File: src/rtl/inference_sequencer.sv
// inference_sequencer
//   Runs a batch of samples through the encoding/similarity datapath. For each
//   sample it waits for the memories to be loaded and for room in the result
//   FIFO, pulses dp_reset, presents the sample's feature base address, then
//   captures the checker's max_index/max_val into a first-word fall-through
//   result FIFO that the host drains with res_valid/res_ready.
//
// Ports
//   clk, reset                     clock, synchronous active-high reset
//   start, num_samples             batch launch (IDLE only) and batch size
//   write_done                     memories loaded (level, checked in WAIT_LOAD)
//   sample_done, max_val, max_index  checker done pulse and result
//   dp_reset, feature_base         per-sample datapath reset and base address
//   busy, batch_done               batch in progress / end-of-batch pulse
//   res_valid, res_ready           result FIFO handshake
//   res_sample, res_index, res_val, res_err  FIFO head entry
//
// Optional feature: define INFERENCE_SEQ_TIMEOUT_EN to enable a RUN watchdog
// that pushes an error entry after TIMEOUT_CYCLES without sample_done.
//
// state     | meaning
// ----------+-------------------------------------------------------------
// IDLE      | waiting for start
// WAIT_LOAD | waiting for write_done and a free FIFO slot
// LAUNCH    | one-cycle dp_reset for the current sample
// RUN       | waiting for sample_done (or watchdog) to capture the result
// DONE      | one-cycle batch_done pulse
module inference_sequencer #(
   parameter int SAMPLE_WIDTH   = 8,
   parameter int FEA_ADDR_WIDTH = 8,
   parameter int SAMPLE_STRIDE  = 4,
   parameter int RES_DEPTH      = 4,
   parameter int TIMEOUT_CYCLES = 20000
) (
   input  logic                      clk,
   input  logic                      reset,
   input  logic                      start,
   input  logic [SAMPLE_WIDTH-1:0]   num_samples,
   input  logic                      write_done,
   input  logic                      sample_done,
   input  logic [15:0]               max_val,
   input  logic [15:0]               max_index,
   output logic                      dp_reset,
   output logic [FEA_ADDR_WIDTH-1:0] feature_base,
   output logic                      busy,
   output logic                      batch_done,
   output logic                      res_valid,
   input  logic                      res_ready,
   output logic [SAMPLE_WIDTH-1:0]   res_sample,
   output logic [15:0]               res_index,
   output logic [15:0]               res_val,
   output logic                      res_err
);

   localparam int PW = $clog2(RES_DEPTH);
   localparam int CW = PW + 1;

   typedef enum logic [2:0] {
      S_IDLE, S_WAIT_LOAD, S_LAUNCH, S_RUN, S_DONE
   } state_t;

   state_t                    state_q, state_d;
   logic [SAMPLE_WIDTH-1:0]   count_q, idx_q;
   logic [FEA_ADDR_WIDTH-1:0] base_q;
   logic [PW-1:0]             wr_ptr_q, rd_ptr_q;
   logic [CW-1:0]             fill_q;
   logic                      fifo_full, push, pop, last, timeout;

   logic [SAMPLE_WIDTH-1:0]   sample_mem [RES_DEPTH];
   logic [15:0]               index_mem  [RES_DEPTH];
   logic [15:0]               val_mem    [RES_DEPTH];

`ifdef INFERENCE_SEQ_TIMEOUT_EN
   localparam int TW = $clog2(TIMEOUT_CYCLES + 1);
   logic [TW-1:0] tmr_q;
   logic          err_mem [RES_DEPTH];

   // Down-counter loaded in LAUNCH so it is fresh on every RUN entry;
   // terminal count on the TIMEOUT_CYCLES-th RUN cycle.
   always_ff @(posedge clk) begin
      if (reset)
         tmr_q <= '0;
      else if (state_q == S_LAUNCH)
         tmr_q <= TW'(TIMEOUT_CYCLES - 1);
      else if (state_q == S_RUN && tmr_q != '0)
         tmr_q <= tmr_q - TW'(1);
   end

   assign timeout = (state_q == S_RUN) && (tmr_q == '0);

   always_ff @(posedge clk) begin
      if (push)
         err_mem[wr_ptr_q] <= ~sample_done;
   end

   assign res_err = res_valid ? err_mem[rd_ptr_q] : 1'b0;
`else
   assign timeout = 1'b0;
   assign res_err = 1'b0;
`endif

   assign fifo_full = (fill_q == CW'(RES_DEPTH));
   assign push      = (state_q == S_RUN) && (sample_done || timeout);
   assign pop       = res_valid && res_ready;
   assign last      = (idx_q == count_q - SAMPLE_WIDTH'(1));

   always_comb begin
      state_d    = state_q;
      dp_reset   = 1'b0;
      busy       = 1'b0;
      batch_done = 1'b0;
      case (state_q)
         S_IDLE: begin
            if (start)
               state_d = (num_samples != '0) ? S_WAIT_LOAD : S_DONE;
         end
         S_WAIT_LOAD: begin
            busy = 1'b1;
            if (write_done && !fifo_full)
               state_d = S_LAUNCH;
         end
         S_LAUNCH: begin
            busy     = 1'b1;
            dp_reset = 1'b1;
            state_d  = S_RUN;
         end
         S_RUN: begin
            busy = 1'b1;
            if (push)
               state_d = last ? S_DONE : S_WAIT_LOAD;
         end
         S_DONE: begin
            batch_done = 1'b1;
            state_d    = S_IDLE;
         end
         default: state_d = S_IDLE;
      endcase
   end

   // base tracks idx*SAMPLE_STRIDE incrementally; the natural wrap of the
   // adder gives the modulo-2^FEA_ADDR_WIDTH behaviour.
   always_ff @(posedge clk) begin
      if (reset) begin
         state_q <= S_IDLE;
         count_q <= '0;
         idx_q   <= '0;
         base_q  <= '0;
      end else begin
         state_q <= state_d;
         if (state_q == S_IDLE && start) begin
            count_q <= num_samples;
            idx_q   <= '0;
            base_q  <= '0;
         end else if (push) begin
            if (last) begin
               idx_q  <= '0;
               base_q <= '0;
            end else begin
               idx_q  <= idx_q + SAMPLE_WIDTH'(1);
               base_q <= base_q + FEA_ADDR_WIDTH'(SAMPLE_STRIDE);
            end
         end
      end
   end

   assign feature_base = base_q;

   always_ff @(posedge clk) begin
      if (reset) begin
         wr_ptr_q <= '0;
         rd_ptr_q <= '0;
         fill_q   <= '0;
      end else begin
         if (push)
            wr_ptr_q <= wr_ptr_q + PW'(1);
         if (pop)
            rd_ptr_q <= rd_ptr_q + PW'(1);
         if (push && !pop)
            fill_q <= fill_q + CW'(1);
         else if (pop && !push)
            fill_q <= fill_q - CW'(1);
      end
   end

   // Timeout entries carry zero index/value.
   always_ff @(posedge clk) begin
      if (push) begin
         sample_mem[wr_ptr_q] <= idx_q;
         index_mem[wr_ptr_q]  <= sample_done ? max_index : 16'h0000;
         val_mem[wr_ptr_q]    <= sample_done ? max_val   : 16'h0000;
      end
   end

   assign res_valid  = (fill_q != '0);
   assign res_sample = res_valid ? sample_mem[rd_ptr_q] : '0;
   assign res_index  = res_valid ? index_mem[rd_ptr_q]  : 16'h0000;
   assign res_val    = res_valid ? val_mem[rd_ptr_q]    : 16'h0000;

endmodule

File: config.mk
export PLATFORM = sky130hd
export DESIGN_NAME = inference_sequencer
export DESIGN_NICKNAME = d
export VERILOG_FILES = /design/src/rtl/inference_sequencer.sv
export SDC_FILE = /design/constraint.sdc
export NUM_CORES = 1
export LEC_CHECK = 0
export BUFFER_PORTS_ARGS = -buffer_cell sky130_fd_sc_hd__buf_2
export CAP_MARGIN = 5
export CORE_ASPECT_RATIO = 1.4
export CORE_UTILIZATION = 50
export CTS_CLUSTER_DIAMETER = 30
export DETAILED_ROUTE_END_ITERATION = 8
export GPL_ROUTABILITY_DRIVEN = 0
export GPL_TIMING_DRIVEN = 0
export PLACE_DENSITY_LB_ADDON = 0.2
export SLEW_MARGIN = 30
export SYNTH_ARGS = -nofsm -noshare
export SYNTH_HDL_FRONTEND = slang
export SYNTH_SLANG_ARGS = --single-unit
File: constraint.sdc
create_clock -name clk -period 7.3 [get_ports clk]
set_input_delay 1.46 -clock clk [delete_from_list [all_inputs] [get_ports clk]]
set_output_delay 1.46 -clock clk [all_outputs]
set_load 0.05 [all_outputs]
==> impl_summary.txt <==
----------------------------------------------------
[Outcome]
  Status ... complete, no violations

[Setup path]
  Cells on worst reg2reg path ... 11
  Crit Path Category ... in -> reg
  Total buffers and inverters traversed by the critical path ... 4
  Beginning of the worst register-to-register path ... state_q[2]$_SDFFE_PP0P_
  Kind of start point of the critical path ... primary input
  Cells along the critical path ... buf_2 -> nand3_1 -> inv_1 -> clkbuf_1 -> ha_1 -> inv_1 -> fa_1 -> xor2_1 -> or3_1 -> a21oi_1
  Slowest library cell on the worst path ... clkbuf_1
  Crit path capture type ... flip-flop
  Endpoint arrival time on the critical path ... between 4000 and 5000 ps
  Crit-path max cell delay ... between 400 and 500 ps
  Reg2Reg Capture Point ... fill_q[2]$_SDFFE_PP0P_
  Most numerous cell on the critical path ... inv_1
  Worst Path Max Fanout ... 10
  Flop2flop setup slack ... between 4000 and 5000 ps
  Kind of cell with the highest combined delay on the critical path ... buffers and inverters
  Required time of the critical path ... roughly 7700 ps

[Power and ir drop]
  Post-layout power ... between 3 and 4 mW
  Power per standard cell area ... 349.5 nW/um^2
  Lkg Pwr ... ~3.4 nW
  Peak supply drop ... 220.6 uV

[Clocking]
  Clock sink count ... approximately 190
  Number of buffers between clock root and the deepest sink ... 2
  Buffers inserted during post-CTS setup optimization ... 0
  H-tree depth ... 4
  Quantity of hold-fixing buffers added after cts ... 0
  Number of buffers created by CTS ... 17
  Clock tree from TritonCTS ... done
  Register clock-pin slew on the reported worst setup and hold paths ... roughly 70 ps
  Clock insertion delay at the later pin of the skew report ... 430 ps
  Root buffer cell ... clkbuf_16
  Total of cells resized after clock tree synthesis ... 0

[Synth]
  Flip-flop and latch count after synthesis ... just under 200
  Count of synthesis-stage warnings from yosys ... 0
  Share of the synthesized area in compound gates (AO/OA/AOI/OAI) ... 0.02235
  Async set or reset register ratio after synthesis ... 0
  Mapped cell area ... 8060 um^2
  Most frequently used flop master after synthesis ... edfxtp_1
  Fraction of the mapped netlist area in simple logic gates ... 0.1240
  Combinational family with the most area after synthesis ... simple AND/OR/NAND/NOR gates
  Average footprint of a synthesized cell ... between 15 and 20 um^2
  EDFF count, synth ... 160
  Adder-cell share of the synthesized area ... 0.01490
  Number of cells produced by synthesis ... roughly 500
  Share of cell area taken by muxes after synthesis ... 0.1130
  Distinct cell type count after synthesis ... 47
  Proportion of synthesized chip area in sequential cells ... 0.6805
  Xor and xnor fraction of the mapped netlist area ... 0.02499

[Cells and area]
  Number of inserted filler cells in the final layout ... ~1.2k
  Layout cells sized above 1 ... 0.2919
  Util after Layout ... 0.6043
  Layout net count ... between 600 and 700
  Antenna diode count ... 0
  Layout area overhead ... 17.53%
  Non-filler cells in the finished layout ... 840

[STA]
  Final total negative setup slack ... 0 ps
  Setup repair after global routing missed its margin ... no
  Final Slew Violations ... 0
  Relative slew slack ... 0.4722
  Post-route worst hold slack ... between 400 and 500 ps
  Timing-limited maximum frequency ... between 200 and 300 MHz
  Final Critical Period ... approximately 3800 ps
  Number of setup violations in the final report ... 0
  Final cycle utilization of the critical path ... 0.5228
  Number of hold violations in the final report ... 0
  Pin slew with the least headroom to its limit ... a little under 800 ps
  Clock skew ... between 10 and 15 ps

[Detailed routing]
  Routed WL ... roughly 15000 um
  Antenna-violating nets left ... 0
  Number of vias per cell ... around 5.4
  Average detailed-routed wire length per instance ... ~18 um
  Initial DRC Count ... about 240
  First-pass DRT Iterations ... 4
  Number of design rule violations left after detail routing ... 0
  Via count of the routed design ... around 4.5k

[Placement]
  Cell Count Post-Placement ... 808
  Number of buffers inserted by port buffering ... 95
  Hpwl dp ... 9748 um

[Floorplanning]
  IO Pins ... just under 100
  Initial core utilization ... 0.5142
  Vertical extent of the die ... 152.2 um
  Core Region ... between 15000 and 20000 um^2
  Area enclosed by the die boundary ... between 15000 and 20000 um^2
  Cell Rows ... 54
  DIE WIDTH ... 109.3 um

[Global route]
  Vias in the first global route ... roughly 4.8k
  Maximum number of pins on one net before global-route repair ... a little over 40
  Global-route total usage across every layer ... 0.1968
  Number of antenna violations at the first check in global routing ... 0
  First-pass GRT wire length ... between 20000 and 25000 um
  Total overflow reported by the global router ... 0

[Min path]
  Hold Crit Class ... reg -> reg
  Source of the worst hold timing path ... count_q[7]$_SDFFE_PP0P_
  Min-Delay Path Depth ... 2
  Worst Hold Path EP ... count_q[7]$_SDFFE_PP0P_

[Job]
  Maxcap violations ... 0

----------------------------------------------------
==> logic make-up after synthesis <==
| logic type | after synthesis |
|---|---|
| compound gates | 29 |
| xor+xnor | 23 |
| fa+ha+maj | 9 |
| buf+inv | 36 |
| flops | 194 |
| mux | 41 |
| other cells | 1 |
| simple gates | 178 |
==> where the power goes <==
part / total, mW / leakage, nW / internal [mW] / switching, mW
Clock: 0.872 / 0.277 / 0.454 / 0.418
Sequential: 1.24 / 1.71 / 1.22 / 0.0219
Combinational: 1.20 / 1.38 / 0.341 / 0.858
Total: 3.31 / 3.36 / 2.01 / 1.30
==> per-layer routing <==
metal	vias up	routed length, um	global-route usage
li1	2166	-	-
met1	2230	6143	0.2443
met2	106	7940	0.3423
met3	27	518	0.03293
met4	0	293	0.07048
met5	-	0	0
==> sequential cells by signal, indices dropped and copies added (netlist names), named ones only <==
name	cells
index_mem	64
val_mem	64
fill_q	3
idx_q	8
count_q	8
wr_ptr_q	2
rd_ptr_q	2
sample_mem	32
feature_base	6
state_q	3
==> per-stage QoR <==
stage | instance area [um^2] | setup WS [ps]
6_report | 9473 | 3484
5_1_grt | 9473 | 3297
4_1_cts | 9473 | 3494
3_5_place_dp | 8909 | 3074
3_3_place_gp | 8788 | 2399
2_1_floorplan | 8068 | 3777
==> layout by cell type (no fill, tap or decap), types with 5 or more instances in the layout <==
cell,instances
nor3_1,15
mux4_2,40
inv_1,8
buf_2,99
and2_1,73
xor2_1,16
xnor2_1,7
inv_6,5
clkbuf_16,17
nand2_1,27
ha_1,8
nor2_1,16
o21ai_0,6
a21oi_1,12
edfxtp_1,160
dfxtp_1,34
nand3_1,16
clkbuf_1,19
==> cell type report <==
cell class / instances / area [um^2] / share of cell area
Multi-Input combinational cell: 283 / 2434 / 0.2569
Tap cell: 196 / 245.2 / 0.02589
Sequential cell: 194 / 5485 / 0.5791
Timing Repair Buffer: 99 / 585.6 / 0.06181
Inverter: 8 / 30.03 / 0.003170
Clock inverter: 14 / 135.1 / 0.01426
Clock buffer: 18 / 429.2 / 0.04530
Buffer: 28 / 128.9 / 0.01360
==> worst max-delay path by stage <==
stage,start,to,depth (start not counted)
floorplan,sample_done,index_mem[0][0]$_DFFE_PP_,4
global placement,sample_done,val_mem[0][10]$_DFFE_PP_,5
detailed placement,sample_done,fill_q[2]$_SDFFE_PP0P_,10
CTS,sample_done,fill_q[2]$_SDFFE_PP0P_,10
global route,sample_done,fill_q[2]$_SDFFE_PP0P_,10
finish,sample_done,fill_q[2]$_SDFFE_PP0P_,10
==> Yosys cell counts, drive strengths merged, types with 2 or more instances <==
cell type | count | area (um^2)
edfxtp | 160 | 4805
and2 | 78 | 489.2
mux4 | 40 | 900.9
dfxtp | 34 | 680.7
nand2 | 27 | 101.4
clkbuf | 18 | 67.56
nand3 | 17 | 90.09
nor2 | 16 | 60.06
xor2 | 16 | 140.1
nor3 | 15 | 75.07
a21oi | 12 | 60.06
buf | 10 | 61.31
ha | 8 | 100.1
inv | 8 | 30.03
xnor2 | 7 | 61.31
o21ai | 6 | 30.03
and3 | 4 | 25.02
nand4 | 4 | 25.02
or3 | 4 | 25.02
o31ai | 3 | 22.52
and4 | 2 | 17.52
nand2b | 2 | 12.51
nor4 | 2 | 18.77
==> tightest hold or removal path, stage by stage (launching register included) <==
cell and delay, ps:
dfxtp_1 320, nand2_1 50, a21oi_1 60
No activity file was read; power rests on OpenSTA's default activity.
